`src/rtl/rv_pkg.sv`:
```
// Shared definitions for the multi-cycle RV32I controller:
// opcodes, ALU and immediate codes, FSM states.
package rv_pkg;

  localparam logic [6:0] OP_LOAD   = 7'b0000011;
  localparam logic [6:0] OP_STORE  = 7'b0100011;
  localparam logic [6:0] OP_R      = 7'b0110011;
  localparam logic [6:0] OP_I      = 7'b0010011;
  localparam logic [6:0] OP_BRANCH = 7'b1100011;
  localparam logic [6:0] OP_JAL    = 7'b1101111;
  localparam logic [6:0] OP_JALR   = 7'b1100111;
  localparam logic [6:0] OP_LUI    = 7'b0110111;
  localparam logic [6:0] OP_AUIPC  = 7'b0010111;

  localparam logic [3:0] ALU_ADD  = 4'd0;
  localparam logic [3:0] ALU_SUB  = 4'd1;
  localparam logic [3:0] ALU_SLL  = 4'd2;
  localparam logic [3:0] ALU_SLT  = 4'd3;
  localparam logic [3:0] ALU_SLTU = 4'd4;
  localparam logic [3:0] ALU_XOR  = 4'd5;
  localparam logic [3:0] ALU_SRL  = 4'd6;
  localparam logic [3:0] ALU_SRA  = 4'd7;
  localparam logic [3:0] ALU_OR   = 4'd8;
  localparam logic [3:0] ALU_AND  = 4'd9;

  localparam logic [2:0] IMM_I = 3'b000;
  localparam logic [2:0] IMM_S = 3'b001;
  localparam logic [2:0] IMM_B = 3'b010;
  localparam logic [2:0] IMM_U = 3'b011;
  localparam logic [2:0] IMM_J = 3'b100;

  typedef enum logic [3:0] {
    S_FETCH, S_DECODE, S_MEMADR, S_MEMRD, S_MEMWB, S_MEMWR, S_EXEC_R,
    S_EXEC_I, S_ALUWB, S_BRANCH, S_JAL, S_JALR, S_UPPER, S_TRAP
  } state_t;

  // alt selects sub for funct3 000 and sra for funct3 101
  function automatic logic [3:0] funct3_alu(input logic [2:0] f3, input logic alt);
    case (f3)
      3'b000:  funct3_alu = alt ? ALU_SUB : ALU_ADD;
      3'b001:  funct3_alu = ALU_SLL;
      3'b010:  funct3_alu = ALU_SLT;
      3'b011:  funct3_alu = ALU_SLTU;
      3'b100:  funct3_alu = ALU_XOR;
      3'b101:  funct3_alu = alt ? ALU_SRA : ALU_SRL;
      3'b110:  funct3_alu = ALU_OR;
      default: funct3_alu = ALU_AND;
    endcase
  endfunction

endpackage

```
`src/rtl/rv_alu_decode.sv`:
```
// Combinational instruction check and ALU operation select
// from opcode, funct3 and funct7.
module rv_alu_decode
  import rv_pkg::*;
#(
  parameter bit EN_BRANCH = 1'b1
) (
  input  logic [6:0] opcode,
  input  logic [2:0] funct3,
  input  logic [6:0] funct7,
  output logic [3:0] alu_control,
  output logic       legal
);

  always_comb begin
    alu_control = ALU_ADD;
    legal       = 1'b0;
    case (opcode)
      OP_LOAD, OP_STORE, OP_LUI, OP_AUIPC: legal = 1'b1;
      OP_R: begin
        alu_control = funct3_alu(funct3, funct7[5]);
        legal = (funct7 == 7'h00) ||
                ((funct7 == 7'h20) && ((funct3 == 3'b000) || (funct3 == 3'b101)));
      end
      OP_I: begin
        // addi has no subtract form, so funct7 only matters for shifts
        alu_control = funct3_alu(funct3, (funct3 == 3'b101) && funct7[5]);
        case (funct3)
          3'b001:  legal = (funct7 == 7'h00);
          3'b101:  legal = (funct7 == 7'h00) || (funct7 == 7'h20);
          default: legal = 1'b1;
        endcase
      end
      OP_BRANCH: begin
        alu_control = ALU_SUB;
        legal       = EN_BRANCH && (funct3[2:1] != 2'b01);
      end
      OP_JAL, OP_JALR: legal = EN_BRANCH;
      default: ;
    endcase
  end

endmodule

```
`src/rtl/rv_multicycle_ctrl.sv`:
```
// Multi-cycle RV32I control FSM driving datapath selects and enables,
// with a memory ready handshake, access timeout and illegal-opcode trap.
//
// state    | meaning
// FETCH    | read instr at PC, PC <= PC + 4 on ready
// DECODE   | branch/jal target = oldPC + imm into ALU result reg
// MEMADR   | rs1 + imm address for lw/sw
// MEMRD    | load access, wait for ready
// MEMWB    | write load data to rd
// MEMWR    | store access, wait for ready
// EXEC_R   | rs1 op rs2
// EXEC_I   | rs1 op imm
// ALUWB    | write ALU result reg to rd
// BRANCH   | compare rs1/rs2, PC <= target if taken
// JAL      | PC <= target, compute oldPC + 4
// JALR     | PC <= rs1 + imm
// UPPER    | lui / auipc
// TRAP     | halted until reset
module rv_multicycle_ctrl
  import rv_pkg::*;
#(
  parameter int MEM_TIMEOUT = 16,
  parameter bit EN_BRANCH   = 1'b1
) (
  input  logic        clk,
  input  logic        rst_n,
  input  logic [31:0] instr,
  input  logic        mem_ready,
  input  logic        alu_zero,
  input  logic        alu_lt,
  input  logic        alu_ltu,
  output logic        ir_wr,
  output logic        pc_wr,
  output logic        adr_src,
  output logic        mem_req,
  output logic        mem_wr,
  output logic        reg_wr,
  output logic [2:0]  imm_src,
  output logic [1:0]  alu_src_a,
  output logic [1:0]  alu_src_b,
  output logic [3:0]  alu_control,
  output logic [1:0]  result_src,
  output logic        illegal,
  output logic        bus_err
);

  localparam int TW = (MEM_TIMEOUT > 1) ? $clog2(MEM_TIMEOUT) : 1;
  localparam logic [TW-1:0] T_LAST = TW'(MEM_TIMEOUT - 1);

  state_t        state, state_nxt;
  logic [TW-1:0] timer;
  logic [6:0]    opcode;
  logic [2:0]    funct3;
  logic [3:0]    dec_alu;
  logic          dec_legal, mem_phase, waiting, time_out, taken;

  assign opcode    = instr[6:0];
  assign funct3    = instr[14:12];
  assign mem_phase = (state == S_FETCH) || (state == S_MEMRD) || (state == S_MEMWR);
  assign waiting   = mem_phase && !mem_ready;
  assign time_out  = (MEM_TIMEOUT != 0) && waiting && (timer == T_LAST);

  rv_alu_decode #(.EN_BRANCH(EN_BRANCH)) u_alu_decode (
    .opcode      (opcode),
    .funct3      (funct3),
    .funct7      (instr[31:25]),
    .alu_control (dec_alu),
    .legal       (dec_legal)
  );

  always_ff @(posedge clk or negedge rst_n) begin
    if (!rst_n) begin
      state   <= S_FETCH;
      timer   <= '0;
      illegal <= 1'b0;
      bus_err <= 1'b0;
    end else begin
      state <= state_nxt;
      timer <= waiting ? timer + TW'(1) : '0;
      if ((state == S_DECODE) && (state_nxt == S_TRAP)) illegal <= 1'b1;
      if (time_out) bus_err <= 1'b1;
    end
  end

  always_comb begin
    case (funct3)
      3'b000:  taken = alu_zero;
      3'b001:  taken = !alu_zero;
      3'b100:  taken = alu_lt;
      3'b101:  taken = !alu_lt;
      3'b110:  taken = alu_ltu;
      3'b111:  taken = !alu_ltu;
      default: taken = 1'b0;
    endcase
  end

  always_comb begin
    state_nxt   = state;
    ir_wr       = 1'b0;
    pc_wr       = 1'b0;
    adr_src     = 1'b0;
    mem_req     = 1'b0;
    mem_wr      = 1'b0;
    reg_wr      = 1'b0;
    imm_src     = IMM_I;
    alu_src_a   = 2'b00;
    alu_src_b   = 2'b00;
    alu_control = ALU_ADD;
    result_src  = 2'b00;
    case (state)
      S_FETCH: begin
        mem_req    = 1'b1;
        alu_src_b  = 2'b10;
        result_src = 2'b10;
        if (mem_ready) begin
          ir_wr     = 1'b1;
          pc_wr     = 1'b1;
          state_nxt = S_DECODE;
        end else if (time_out) begin
          state_nxt = S_TRAP;
        end
      end
      S_DECODE: begin
        // jal takes its target from here, so it needs the J immediate
        alu_src_a = 2'b01;
        alu_src_b = 2'b01;
        imm_src   = (opcode == OP_JAL) ? IMM_J : IMM_B;
        if (!dec_legal) state_nxt = S_TRAP;
        else begin
          case (opcode)
            OP_LOAD, OP_STORE: state_nxt = S_MEMADR;
            OP_R:              state_nxt = S_EXEC_R;
            OP_I:              state_nxt = S_EXEC_I;
            OP_BRANCH:         state_nxt = S_BRANCH;
            OP_JAL:            state_nxt = S_JAL;
            OP_JALR:           state_nxt = S_JALR;
            OP_LUI, OP_AUIPC:  state_nxt = S_UPPER;
            default:           state_nxt = S_TRAP;
          endcase
        end
      end
      S_MEMADR: begin
        alu_src_a = 2'b10;
        alu_src_b = 2'b01;
        imm_src   = (opcode == OP_STORE) ? IMM_S : IMM_I;
        state_nxt = (opcode == OP_STORE) ? S_MEMWR : S_MEMRD;
      end
      S_MEMRD: begin
        mem_req = 1'b1;
        adr_src = 1'b1;
        if (mem_ready)     state_nxt = S_MEMWB;
        else if (time_out) state_nxt = S_TRAP;
      end
      S_MEMWB: begin
        reg_wr     = 1'b1;
        result_src = 2'b01;
        state_nxt  = S_FETCH;
      end
      S_MEMWR: begin
        mem_req = 1'b1;
        mem_wr  = 1'b1;
        adr_src = 1'b1;
        if (mem_ready)     state_nxt = S_FETCH;
        else if (time_out) state_nxt = S_TRAP;
      end
      S_EXEC_R: begin
        alu_src_a   = 2'b10;
        alu_control = dec_alu;
        state_nxt   = S_ALUWB;
      end
      S_EXEC_I: begin
        alu_src_a   = 2'b10;
        alu_src_b   = 2'b01;
        alu_control = dec_alu;
        state_nxt   = S_ALUWB;
      end
      S_ALUWB: begin
        reg_wr    = 1'b1;
        state_nxt = S_FETCH;
        // the result reg holds the jalr target, so link value is formed directly
        if (opcode == OP_JALR) begin
          alu_src_a  = 2'b01;
          alu_src_b  = 2'b10;
          result_src = 2'b10;
        end
      end
      S_BRANCH: begin
        alu_src_a   = 2'b10;
        alu_control = ALU_SUB;
        pc_wr       = taken;
        state_nxt   = S_FETCH;
      end
      S_JAL: begin
        pc_wr     = 1'b1;
        alu_src_a = 2'b01;
        alu_src_b = 2'b10;
        state_nxt = S_ALUWB;
      end
      S_JALR: begin
        pc_wr      = 1'b1;
        alu_src_a  = 2'b10;
        alu_src_b  = 2'b01;
        result_src = 2'b10;
        state_nxt  = S_ALUWB;
      end
      S_UPPER: begin
        // A select 11 feeds zero for lui
        alu_src_a = (opcode == OP_LUI) ? 2'b11 : 2'b01;
        alu_src_b = 2'b01;
        imm_src   = IMM_U;
        state_nxt = S_ALUWB;
      end
      S_TRAP:  state_nxt = S_TRAP;
      default: state_nxt = S_FETCH;
    endcase
  end

endmodule

```
`config.mk`:
```
export PLATFORM = sky130hd
export DESIGN_NAME = rv_multicycle_ctrl
export DESIGN_NICKNAME = d
export VERILOG_FILES = /design/src/rtl/rv_pkg.sv /design/src/rtl/rv_alu_decode.sv /design/src/rtl/rv_multicycle_ctrl.sv
export SDC_FILE = /design/constraint.sdc
export NUM_CORES = 1
export LEC_CHECK = 0
export CORE_MARGIN = 3
export CORE_UTILIZATION = 36
export DETAILED_ROUTE_END_ITERATION = 6
export PLACE_DENSITY = 0.73
export SETUP_SLACK_MARGIN = 0.15
export SLEW_MARGIN = 20
export SYNTH_ARGS = -nofsm -noshare
export SYNTH_HDL_FRONTEND = slang
export SYNTH_SLANG_ARGS = --single-unit
```
`constraint.sdc`:
```
create_clock -name clk -period 1.5 [get_ports clk]
set_clock_uncertainty 0.05 [all_clocks]
set_input_delay 0.225 -clock clk [delete_from_list [all_inputs] [get_ports clk]]
set_output_delay 0.225 -clock clk [all_outputs]
set_load 0.02 [all_outputs]
```
==> results.json <==
{
  "status": "finished with violations",
  "violations": "setup timing",
  "synth-compound-area-share": 0.255,
  "antenna-diode-count": 0,
  "clkSlewWorstSetupHoldPaths_ps": 70,
  "p_leak_nw": 1.03,
  "ys_async_sr_fraction": 1.00,
  "detail-route-antenna-nets": 0,
  "io_pins": 59,
  "nFillCells": 170,
  "postCtsHoldBufs": 0,
  "synth_top_flop_cell": "dfrtp_1",
  "required_ps": 1630,
  "syn_nets": 203,
  "multi_input_area_um2": 1100,
  "synth-simple-area-share": 0.368,
  "grt_pass1_vias": 1782,
  "gp_congestion": 0.984,
  "rsz0062_at_grt": "true",
  "final_cell_mix": "58 x buf_4, 24 x buf_6, 16 x nor2_1",
  "num_vias": 1760,
  "crit_top_cell": "buf_4",
  "setup.worst_path.start_class": "flip-flop",
  "netlist_instances": 164,
  "regArea_um2": 255,
  "grt_antenna_before_repair": 0,
  "overflow": 0,
  "dp_hpwl_um": 3360,
  "cp_max_fo": 6,
  "synth.distinct_cells": 47,
  "place_area_um2": 2040,
  "synth-xor-area-share": 0.0604,
  "htreeDepth": 1,
  "worst_slack_ps": -337,
  "wl_um": 5530,
  "dr.pass1.iters": 6,
  "finalCriticalPeriod_ps": 1840,
  "synth_top_area_share": 0.216,
  "maxCapViolCount": 0,
  "synth_mux_area_frac": 0.0173,
  "relSlewSlack": 0.697,
  "grt_start_max_net_pins": 11,
  "dieArea_um2": 3940,
  "grt_pass1_wl_um": 8510,
  "worst_hold_path_type": "primary input to asynchronous set/reset pin",
  "clock_latency_ps": 270,
  "die_x_um": 62.8,
  "hold_viol": 0,
  "core_region_area_um2": 2900,
  "io_buffer_count": 43,
  "drive_gt1_frac": 0.583,
  "arrival_ps": 1960,
  "synth_top_family_by_area": "simple AND/OR/NAND/NOR gates",
  "synth-edff-count": 0,
  "p_per_area_nw_per_um2": 1340,
  "synth_seq_area_share": 0.216,
  "drc": 0,
  "cts_root_buf": "clkbuf_4",
  "die_h_um": 62.8,
  "critPathKind": "flip-flop to flip-flop",
  "cp_top_family": "flip-flops",
  "cpPeakStageDelay_ps": 460,
  "cts_tree": "yes",
  "routedWlPerCell_um": 18.1,
  "cts_max_path_buffers": 2,
  "maxSlewViolCount": 0,
  "yosys-top-cells-area": "dfrtp_1 22%, nor2_1 8.1%, nand2_1 4.9%, nand2b_1 4.9%, o21ai_0 4.7%",
  "synth_area_um2": 1160,
  "final_common_cell": "buf_4",
  "vias_per_cell": 5.75,
  "fmax_mhz": 544,
  "synthAdderAreaFrac": 0.0108,
  "crit_buf_inv": 2,
  "yosysTopAreaCell": "dfrtp_1",
  "synth_seq_cells": 10,
  "whs_ps": 219,
  "numCtsBuffers": 3,
  "yosysWarnings": 0,
  "cp_slowest_cell": "dfrtp_2",
  "avgSynthCellArea_um2": 7.07,
  "period_share": 1.22,
  "floorplan.initialDensity": 0.400,
  "end_kind": "flip-flop",
  "fin_area_um2": 2400,
  "num_rows": 19,
  "grt_use_total": 0.263,
  "drtIter0Drc": 133,
  "finalSetupViolations": 29,
  "synthToLayoutAreaGrowth_pct": 107,
  "ir_worst_vdd_mv": 0.879,
  "tightest_slew_ps": 453,
  "clock-sinks": 10,
  "nets": 304,
  "cp_cell_sequence": "buf_4 -> xnor2_2 -> mux2i_2 -> buf_4 -> or3_4 -> a2bb2oi_1 -> o21ai_1"
}
==> final timing paths <==
check	startpoint	to	slack, ps	cells after the start
setup / recovery	state[2]	state[1]	-340	7
hold / removal	rst_n	timer[2]	220	1
setup reg to reg	state[2]	state[1]	-340	7
hold reg to reg	illegal	illegal	420	1
max in group asynchronous	rst_n	state[1]	850	1
min in group clk	illegal	illegal	420	1
==> area by class of cell <==
type / count / area share
flip-flops and latches: 10 / 0.106
inverters: 4 / 0.00731
multi-input cells: 137 / 0.459
repair buffers: 109 / 0.390
well taps: 42 / 0.0219
clock buffers: 4 / 0.0151
==> worst register-to-register path, delay by kind of cell (launching register included) <==
kind	cells	cell delay (ps)
DFF	1	460
buffers and inverters	2	310
muxes	1	90
and+or+nand+nor	1	360
AOI/OAI and AO/OA	2	330
xor gates and xnor gates	1	130
==> repair_timing <==
| action | 4_1_cts | 5_1_grt |
|---|---|---|
| pin swaps | 30 | 11 |
| endpoints found under the setup margin | 31 | 29 |
| buffers inserted | 12 | 2 |
| resized for setup | 185 | 25 |
==> kinds of logic after synthesis <==
family,Yosys count
simple gates,83
compound gates,43
mux,2
fa+ha+maj,1
flops,10
buf+inv,17
xor+xnor,8
==> synth_stat cells, types with 5 or more instances <==
master    number
dfrtp_1       10
buf_2          5
nor3_1         6
a21oi_1        8
nor2_1        25
o21ai_0       11
nand2_1       15
nand2b_1       9
==> per-stage QoR <==
stage	util	setup slack [ps]	total power, mW	std cells	TNS [ps]
floorplan	-	-36.0	1.60	164	-96.6
CTS	0.786	-308	2.95	304	-6170
detailed placement	0.702	-1060	2.48	288	-17490
global placement	0.702	-979	2.42	288	-16520
global route	0.827	-413	3.43	306	-8800
finish	0.827	-337	3.22	306	-6680
==> sequential cells by signal, indices dropped and copies added, names as in the netlist <==
name / cells
illegal: 1
state: 4
timer: 4
bus_err: 1
==> metal layers <==
layer	wire (um)	track usage
met1	2180	0.318
met2	2780	0.469
met3	391	0.0504
met4	182	0.0799
met5	0	0
==> report_power, final <==
part / internal, mW / switching (mW)
Clock: 0.147 / 0.102
Combinational: 1.31 / 1.23
Sequential: 0.332 / 0.0949
Note: power is estimated with default switching activity, not from simulation.
==> variant (config.mk and constraints unchanged) <==
Change the parameter `MEM_TIMEOUT` from 16 to 8.
--- a/src/rtl/rv_multicycle_ctrl.sv
+++ b/src/rtl/rv_multicycle_ctrl.sv
@@ -20,5 +20,5 @@
   import rv_pkg::*;
 #(
-  parameter int MEM_TIMEOUT = 16,
+  parameter int MEM_TIMEOUT = 8,
   parameter bit EN_BRANCH   = 1'b1
 ) (
Formal check against the unedited RTL: not equivalent (a bounded check fails within 10 cycles, from zero or initial values and one cycle with rst_n low).
==> variant against the original RTL <==
- the flow now stops in global routing (5_1_grt)
- area after synthesis fell by 2.3%
==> variant: results <==
set metrics [dict create \
    outcome "aborted with a tool error" \
    failing_step "global routing (5_1_grt)" \
    firstError "[ERROR DPL-0038] Utilization greater than 100%, impossible to legalize" \
    port_buffers 43 \
    clockRootBuffer "clkbuf_4" \
    yosysWarningCount 0 \
    synth.area.top_cells "dfrtp_1 20%, o21ai_0 6.2%, nand2b_1 6.1%, nor2_1 6.0%, nand2_1 4.6%" \
    endpoint_type "output port" \
    placed_cells 275 \
    synthTopCellsByCount "18 x nor2_1, 14 x nand2_1, 14 x o21ai_0" \
    place_hpwl_um 3285 \
    placed_cell_area_mm2 0.002027 \
    synth-seq-area-share_pct 19.87 \
    cts_buffer_depth 2 \
    ys_seq_elements 9 \
    die_width_um 62.12 \
    htreeDepth 1 \
    grt-worst-endpoint "imm_src[0]" \
    place_ws_ns -1.118 \
    synth_edf_count 0 \
    synth.avg_cell_area_um2 7.129 \
    yosysTopAreaCell "dfrtp_1" \
    syn_nets 199 \
    synth-async-reset-ratio_pct 100.0 \
    ys_types 47 \
    gp_congestion 0.8405 \
    grt_max_degree 15 \
]
variant: cell types whose count changed after synthesis, sizes merged, moves of 3 or more:
cell / unedited run / this run
clkbuf: 4 / 8
o22ai: 4 / 1
and2: 1 / 4
nor2: 25 / 19
o2111ai: 0 / 3
buf: 9 / 4
nand4: 4 / 0
a311o: 3 / 0
variant: cells by family after synthesis:
logic type	synth area share (%)
simple gates	39.29
compound gates	26.71
buf+inv	5.297
flops	19.87
xor+xnor	3.864
mux	2.759
fa+ha+maj	2.207
variant: stage by stage:
step                hold WS (ns)  util [%]
floorplan                -0.1206         -
global placement          0.3765     70.47
detailed placement        0.3877     70.47
CTS                       0.2140     87.86
variant: what timing repair did:
action | in CTS
pin swaps | 25
setup endpoints to repair | 30
setup buffers | 21
gates cloned | 1
gates resized for setup | 216
